**src/rtl/msk_inv_pipe.sv**
```systemverilog
// Pipelined masked NOT over count lanes of d-share Boolean-masked bits.
// Optional share refresh happens at stage 0. Every output share comes straight from a register.

module msk_inv_lane #(
  parameter int D       = 2,
  parameter int REFRESH = 1,
  parameter int RWL     = 1
) (
  input  logic [D-1:0]   s,
  input  logic           inv,
  input  logic [RWL-1:0] r,
  output logic [D-1:0]   t
);
  generate
    if (REFRESH != 0 && D > 1) begin : g_ref
      // Share j>=1 takes r[j-1]. Share 0 absorbs every r bit, so the unmasked value is unchanged.
      always_comb begin
        t      = s;
        t[0]   = s[0] ^ inv ^ (^r);
        for (int j = 1; j < D; j++) t[j] = s[j] ^ r[j-1];
      end
    end else begin : g_pass
      // Randomness is not consumed in this mode. It is folded in as a constant 0 so the port stays referenced.
      always_comb begin
        t    = s;
        t[0] = s[0] ^ inv ^ (1'b0 & (^r));
      end
    end
  endgenerate
endmodule

module msk_inv_pipe #(
  parameter int d       = 2,
  parameter int count   = 1,
  parameter int LAT     = 2,
  parameter int REFRESH = 1
) (
  input  logic                                clk,
  input  logic                                rst_n,
  input  logic                                in_valid,
  output logic                                in_ready,
  input  logic [count*d-1:0]                  in,
  input  logic [count-1:0]                    inv_mask,
  input  logic [count*((d>1)?d-1:1)-1:0]      rnd,
  output logic                                out_valid,
  input  logic                                out_ready,
  output logic [count*d-1:0]                  out,
  output logic                                busy
);
  localparam int W   = count*d;
  localparam int RWL = (d > 1) ? d-1 : 1;

  logic [W-1:0] x;

  genvar i;
  generate
    for (i = 0; i < count; i++) begin : g_lane
      msk_inv_lane #(.D(d), .REFRESH(REFRESH), .RWL(RWL)) u_lane (
        .s   (in[i*d +: d]),
        .inv (inv_mask[i]),
        .r   (rnd[i*RWL +: RWL]),
        .t   (x[i*d +: d])
      );
    end
  endgenerate

  logic [LAT-1:0]        v_q, v_d;
  logic [LAT-1:0][W-1:0] r_q, r_d;
  logic [LAT-1:0]        adv, up_v;
  logic [LAT-1:0][W-1:0] up_r;
  logic                  all_v;

  always_comb begin
    up_v[0] = in_valid;
    up_r[0] = x;
    for (int k = 1; k < LAT; k++) begin
      up_v[k] = v_q[k-1];
      up_r[k] = r_q[k-1];
    end
    // A stage stalls only if it and every stage after it are full while out_ready is low.
    all_v = 1'b1;
    for (int k = LAT-1; k >= 0; k--) begin
      all_v  = all_v & v_q[k];
      adv[k] = out_ready | ~all_v;
    end
    v_d = v_q;
    r_d = r_q;
    for (int k = 0; k < LAT; k++) begin
      if (adv[k]) begin
        v_d[k] = up_v[k];
        if (up_v[k]) r_d[k] = up_r[k];
      end
    end
  end

  always_ff @(posedge clk or negedge rst_n) begin
    if (!rst_n) begin
      v_q <= '0;
      r_q <= '0;
    end else begin
      v_q <= v_d;
      r_q <= r_d;
    end
  end

  assign in_ready  = adv[0];
  assign out_valid = v_q[LAT-1];
  assign out       = r_q[LAT-1];
  assign busy      = |v_q;
endmodule

```
**config.mk**
```make
export PLATFORM = sky130hd
export DESIGN_NAME = msk_inv_pipe
export DESIGN_NICKNAME = d
export VERILOG_FILES = /design/src/rtl/msk_inv_pipe.sv
export SDC_FILE = /design/constraint.sdc
export NUM_CORES = 1
export LEC_CHECK = 0
export BUFFER_PORTS_ARGS = -buffer_cell sky130_fd_sc_hd__buf_2
export CAP_MARGIN = 30
export CORE_AREA = 3 3 40 42
export DETAILED_ROUTE_END_ITERATION = 10
export DIE_AREA = 0 0 43 45
export PLACE_DENSITY = 0.48
export SLEW_MARGIN = 40
export SYNTH_ARGS = -nofsm -noshare
export SYNTH_HDL_FRONTEND = slang
export SYNTH_SLANG_ARGS = --single-unit
```
**constraint.sdc**
```tcl
create_clock -name clk -period 1.6 [get_ports clk]
set_clock_uncertainty 0.2 [all_clocks]
set_input_delay 0 -clock clk [delete_from_list [all_inputs] [get_ports clk]]
set_output_delay 0 -clock clk [all_outputs]
set_load 0.005 [all_outputs]
```
==> results of run 1 <==
-- layout by cell type (no fill, tap or decap) --
cell           count
dlygate4sd3_1      6
buf_2             12
mux2_2             4
xnor2_1            1
nand2_1            2
or2b_1             1
nand3b_1           1
or2_2              1
clkbuf_4           3
xor2_1             1
dfrtp_1            6
xnor2_2            1
nand2b_1           2
-- power by group through the flow --
| stage | Combinational [mW] | Sequential [mW] | Clock, mW |
|---|---|---|---|
| 2_1_floorplan | 0.0737 | 0.199 | 0 |
| 3_3_place_gp | 0.0885 | 0.203 | 0 |
| 3_5_place_dp | 0.0918 | 0.204 | 0 |
| 4_1_cts | 0.103 | 0.202 | 0.141 |
| 5_1_grt | 0.111 | 0.206 | 0.147 |
| 6_report | 0.101 | 0.201 | 0.133 |
-- routing by layer --
| layer | global-route usage (%) | vias to the layer above | wire length (um) |
|---|---|---|---|
| met1 | 7.65 | 106 | 210 |
| met4 | 5.42 | 0 | 0 |
| li1 | - | 109 | - |
| met5 | 0 | - | 0 |
| met2 | 10.8 | 9 | 294 |
| met3 | 3.59 | 0 | 38 |
-- through the flow --
| step | hold slack (ns) | setup slack [ns] | power (mW) | area (um^2) |
|---|---|---|---|---|
| CTS | 0.0132 | 0.243 | 0.447 | 432 |
| detailed placement | -0.369 | 0.345 | 0.296 | 349 |
| global route | 0.0474 | 0.168 | 0.463 | 432 |
| finish | 0.0137 | 0.228 | 0.435 | 432 |
| global placement | -0.374 | 0.374 | 0.291 | 349 |
| floorplan | -0.496 | 0.350 | 0.273 | 285 |
-- flip-flops by register name (all words and copies together), names as in the netlist --
signal	flops
out	2
r_q	2
v_q	2
-- what timing repair did --
item                                   4_1_cts  5_1_grt
hold buffers                                 6        0
buffers inserted                             0        0
setup endpoints to repair                    0        0
endpoints found under the hold margin       10        0
-- logic make-up (layout without fill, tap and decap cells) --
kind of cell           after synthesis  in the layout
buffers and inverters                2             21
multiplexers                         4              4
XOR/XNOR                             3              3
AND/OR/NAND/NOR                      7              7
flip-flops                           6              6
-- how the worst min path moves through the flow --
| stage | depth (start not counted) | slack (ns) | start | end |
|---|---|---|---|---|
| global placement | 1 | -0.37 | rst_n | out[0] |
| floorplan | 0 | -0.50 | rst_n | out[0] |
| global route | 3 | 0.05 | rnd | r_q[1] |
| CTS | 3 | 0.01 | rnd | r_q[1] |
| finish | 3 | 0.01 | rnd | r_q[1] |
| detailed placement | 1 | -0.37 | rst_n | out[1] |
-- final cells by class --
type	instances	area (um^2)
sequential	6	150
multi-input combinational	14	120
clock buffer	3	22.5
timing repair buffer	18	120
fill	135	853
tap	15	18.8
-- worst min-delay path: stages --
cell	delay, ns
buf_2	0.12
xor2_1	0.15
mux2_2	0.15
==> qor.yml, run 1 <==
outcome: "finished, final reports clean"
cts_tree: "yes"
fin_tns_setup_ns: 0
vias_per_cell: 4.00
final_hold_viol_count: 0
p_seq_share_pct: 46.3
ys_seq_elements: 6
vias: 224
antenna_found_initial: 0
period_needed_ns: 1.37
synth_mux_area_share_pct: 15.8
crit_path_start_kind: "input port"
hpwl_um: 463
p_clk_share_pct: 30.5
cts.clk_slew.worst_paths_ns: 0.04
core_area_um2: 1280
leakage_nw: 0.201
syn_area_um2: 285
crit_family: "buffers and inverters"
synth_edf_count: 0
clockBufferDepth: 2
final.period_utilization_pct: 85.8
seq_area_frac_synth_pct: 52.6
r2r_end: "r_q[0]"
switchingPower_uw: 100
post_drt_wl_per_cell_um: 9.71
nets: 51
drt-initial-drc-count: 5
setup_viol: 0
synthAdderAreaFrac_pct: 0
synth_top_area_share_pct: 52.6
layout-drive-gt1-share_pct: 51.2
synth-main-ff-cell: "dfrtp_1"
critPathMaxFanout: 3
maxSlewHeadroom_pct: 81.8
reg2reg_from: "v_q[0]"
yosys.area_share.simple_pct: 14.5
crit_path_end_kind: "flop"
drtPass1Iterations: 2
utilization_pct: 33.6
post_cts_resized: 0
crit_start: "out_ready"
cp_num_buf_inv: 2
crit_chain: "dlygate4sd3_1, buf_2, nand3b_1, nand2_1, mux2_2"
fin_cells: 56
holdCritPathClass: "input port to flop"
reg2reg_setup_slack_ns: 0.33
slowest_delay_ns: 0.53
grt_pass1_vias: 206
p_int_uw: 334
worstSkewPairLatency_ns: 0.24
synth_compound_area_share_pct: 0
netlist_instances: 22
h-tree-depth: 1
grt_overflow: 0
grt.total_usage_pct: 7.14
root_buffer: "clkbuf_4"
synth_cell_types: 11
crit_end: "r_q[0]"
power_density_nw_per_um2: 1010
maxCapViolations: 0
grt_max_degree: 7
swShare_pct: 23.1
diodes: 0
gp_congestion: 0.638
grt_pass1_wl_um: 938
tightest_slew_ns: 0.272
crit_required_ns: 1.52
synth_most_common_cell: "dfrtp_1"
critPathArrivalTime_ns: 1.29
antenna_left: 0
slowest_stage: "dlygate4sd3_1"
drt_drc_violations_left: 0
path_class: "input port to flop"
synth_area_leader_cell: "dfrtp_1"
numCtsBuffers: 3
async_flop_share_pct: 100
p_comb_share_pct: 23.1
synth_xor_area_share_pct: 11.8
yosysWarnings: 0
peakVddDrop_uv: 288
slew_viol_final: 0
synthTopCellsByCount: "6 x dfrtp_1, 4 x mux2_2, 2 x buf_4, 2 x nand2_1, 2 x nand2b_1"
area_growth_pct: 51.3
rows: 13
synth_top_family_by_area: "multiplexers"
synthesis.nets: 30
start_util_pct: 22.2
clock_sinks: 6
dp.cells: 47
rsz0062_at_grt: "no"
fmax_mhz: 729
wirelength_um: 544
reg2reg_depth: 3
io_buffers: 12
synth.area.top_cells: "dfrtp_1 53%, mux2_2 16%, xnor2_2 5.7%"
fp.dieW_um: 43
pin_count: 13
die_h_um: 45
die_area_um2: 1940
syn_area_per_cell_um2: 13.0
cp_num_cells: 5
(Power assumes the default switching activity.)
==> inputs of run 2 (changes only) <==
PLACE_DENSITY = 0.5   (was 0.48)
SYNTH_HIERARCHICAL = 1   (was default)
==> run 2 against run 1 <==
  * Cell count is the same
  * Sequential power is essentially flat
  * Worst setup slack lost 0.086 ns
  * Worst hold slack gained 0.0022 ns
  * Clock-buffer cell count is the same
  * Synthesized cell count shrank 4.5%
  * Sequential share of layout area shrank 3.0 points
  * Total power grew 2.2%
  * Fmax shrank 5.9%
  * Critical endpoint is now v_q[0]
  * Highest routed layer unchanged
==> qor.yml, run 2 <==
nets: 51  # unchanged
async_flop_share_pct: 100  # unchanged
grt_pass1_wl_um: 883  # -5.9%
peakVddDrop_uv: 330  # +15%
synthesis.nets: 29  # -3.3%
holdWs_ns: 0.0158  # +0.00215 ns
fin_cells: 56  # unchanged
core_area_um2: 1280  # unchanged
crit_required_ns: 1.51  # about the same
h-tree-depth: 1  # unchanged
drt-initial-drc-count: 0  # -5
grt_pass1_vias: 232  # +13%
reg2reg_from: "v_q[1]"
grt_overflow: 0  # unchanged
wl_met2_um: 213  # -28%
path_class: "flop to flop"
reg2reg_depth: 3  # unchanged
p_total_uw: 444  # +2.2%
wirelength_um: 485  # -11%
fill_cells: 135  # unchanged
synthTopCellsByCount: "6 x dfrtp_1, 2 x buf_4, 2 x mux2_1, 2 x mux2_4, 2 x nand2b_1"
reg2reg_setup_slack_ns: 0.14  # -0.19 ns
top_layer: "met3"
vias_per_cell: 3.86  # -3.6%
hp-start: "in[0]"
grt.total_usage_pct: 6.56  # -0.58 points
cts.clk_slew.worst_paths_ns: 0.04  # about the same
antenna_found_initial: 0  # unchanged
fp.dieW_um: 43  # unchanged
outcome: "finished, final reports clean"
start_util_pct: 24.5  # +2.3 points
final.period_utilization_pct: 91.1  # +5.4 points
worstSkewPairLatency_ns: 0.23  # about the same
synth-main-ff-cell: "dfrtp_1"
io_buffers: 12  # unchanged
rows: 13  # unchanged
root_buffer: "clkbuf_4"
power_density_nw_per_um2: 942  # -6.5%
hpwl_um: 400  # -13%
crit_path_end_kind: "flop"
utilization_pct: 36.7  # +3.1 points
area_growth_pct: 49.6
synth_edf_count: 0  # unchanged
tightest_slew_ns: 0.265  # -0.00719 ns
pin_count: 13  # unchanged
synth_cell_types: 12  # +1
fmax_mhz: 686  # -5.9%
maxSlewHeadroom_pct: 82.3  # +0.48 points
post_cts_buffers: 0  # unchanged
clock_sinks: 6  # unchanged
post_drt_wl_per_cell_um: 8.66  # -11%
crit_end: "v_q[0]"
numCtsBuffers: 3  # unchanged
period_needed_ns: 1.46  # +0.0857 ns
yosysWarnings: 6  # +6
grt_max_degree: 7  # unchanged
seq_area_um2: 150  # unchanged
drt_drc_violations_left: 0  # unchanged
holdCritPathClass: "input port to flop"
antenna_left: 0  # unchanged
setup_viol: 0  # unchanged
diodes: 0  # unchanged
rsz0062_at_grt: "no"
syn_area_per_cell_um2: 15.0  # +16%
fin_tns_setup_ns: 0  # unchanged
slew_viol_final: 0  # unchanged
syn_area_um2: 315  # +11%
synth_area_leader_cell: "dfrtp_1"
die_h_um: 45  # unchanged
cts_tree: "yes"
synth_most_common_cell: "dfrtp_1"
crit_start: "v_q[1]"
ys_seq_elements: 6  # unchanged
drtPass1Iterations: 1  # -1
final_cell_mix: "12 x buf_2, 7 x dlygate4sd3_1, 6 x dfrtp_1"
crit_path_start_kind: "flop"
critPathArrivalTime_ns: 1.37  # +0.08 ns
final_common_cell: "buf_2"
final_hold_viol_count: 0  # unchanged
synth_top_area_share_pct: 47.6  # -5.0 points
synth.area.top_cells: "dfrtp_1 48%, mux2_4 9.5%, xor3_1 7.5%"
met1_length_um: 215  # +2.4%
die_area_um2: 1940  # unchanged
gp_congestion: 0.584  # -8.5%
vias: 216  # -3.6%
netlist_instances: 21  # -4.5%
leakage_nw: 0.231  # +15%
wl_met3_um: 57  # +50%
multi_input_area_um2: 150  # +25%
r2r_end: "v_q[0]"
seq_area_frac_synth_pct: 47.6  # -5.0 points
dp.cells: 46  # -2.1%
critPathMaxFanout: 4  # +1
maxCapViolations: 0  # unchanged
clockBufferDepth: 2  # unchanged
layout-drive-gt1-share_pct: 53.7  # +2.4 points
==> run 2: cell types whose count changed in the layout (fill, tap and decap cells not counted), moves of 2 or more <==
cell	delta
mux2_4	+2
nand2_1	-2
mux2_1	+2
mux2_2	-4
==> run 2: power breakdown <==
group | switching (mW) | internal (mW)
registers | 0.0195 | 0.185
logic | 0.0353 | 0.0743
clock network | 0.0460 | 0.0843
==> run 2: worst min-delay path by stage <==
stage                        end  cells past startpoint  slack (ns)
final                     r_q[0]                      3        0.02
after CTS                 r_q[0]                      3        0.01
after global routing      r_q[0]                      3        0.03
after detailed placement  v_q[0]                      1       -0.37
after floorplan           out[0]                      0       -0.50
after global placement    v_q[1]                      1       -0.37
==> run 2: timing repair <==
item,in CTS,in global routing
hold buffers,7,0
hold endpoints to repair,10,0
resized for setup,0,0
==> run 2: final cells by class <==
class	count	area share, %
Sequential cell	6	31.8
Multi-Input combinational cell	13	31.8
Timing Repair Buffer	19	27.6
Clock buffer	3	4.77
Tap cell	15	3.98
==> run 2: logic make-up (layout without fill, tap and decap cells) <==
group,after synthesis,in the layout,synth area share (%)
buffers and inverters,2,22,4.76
and+or+nand+nor,7,7,20.6
muxes,4,4,16.7
DFF,6,6,47.6
xor gates and xnor gates,2,2,10.3
==> run 2: critical path, stage by stage, from the launching register on <==
cell and delay (ns):
dfrtp_1 0.42, nand3b_4 0.12, nand2b_1 0.05, dlygate4sd3_1 0.54
==> run 2: metrics by stage <==
step                setup WS [ns]  instance area, um^2
floorplan                   0.370                  315
global placement            0.381                  379
detailed placement          0.357                  379
CTS                         0.134                  472
global route               0.0973                  472
finish                      0.142                  472
==> run 2: per-layer routing <==
layer  track usage [%]  vias to the layer above
li1                  -                      110
met1              6.45                       96
met2              10.2                       10
met3              3.59                        0
met4              5.42                        0
met5                 0                        -
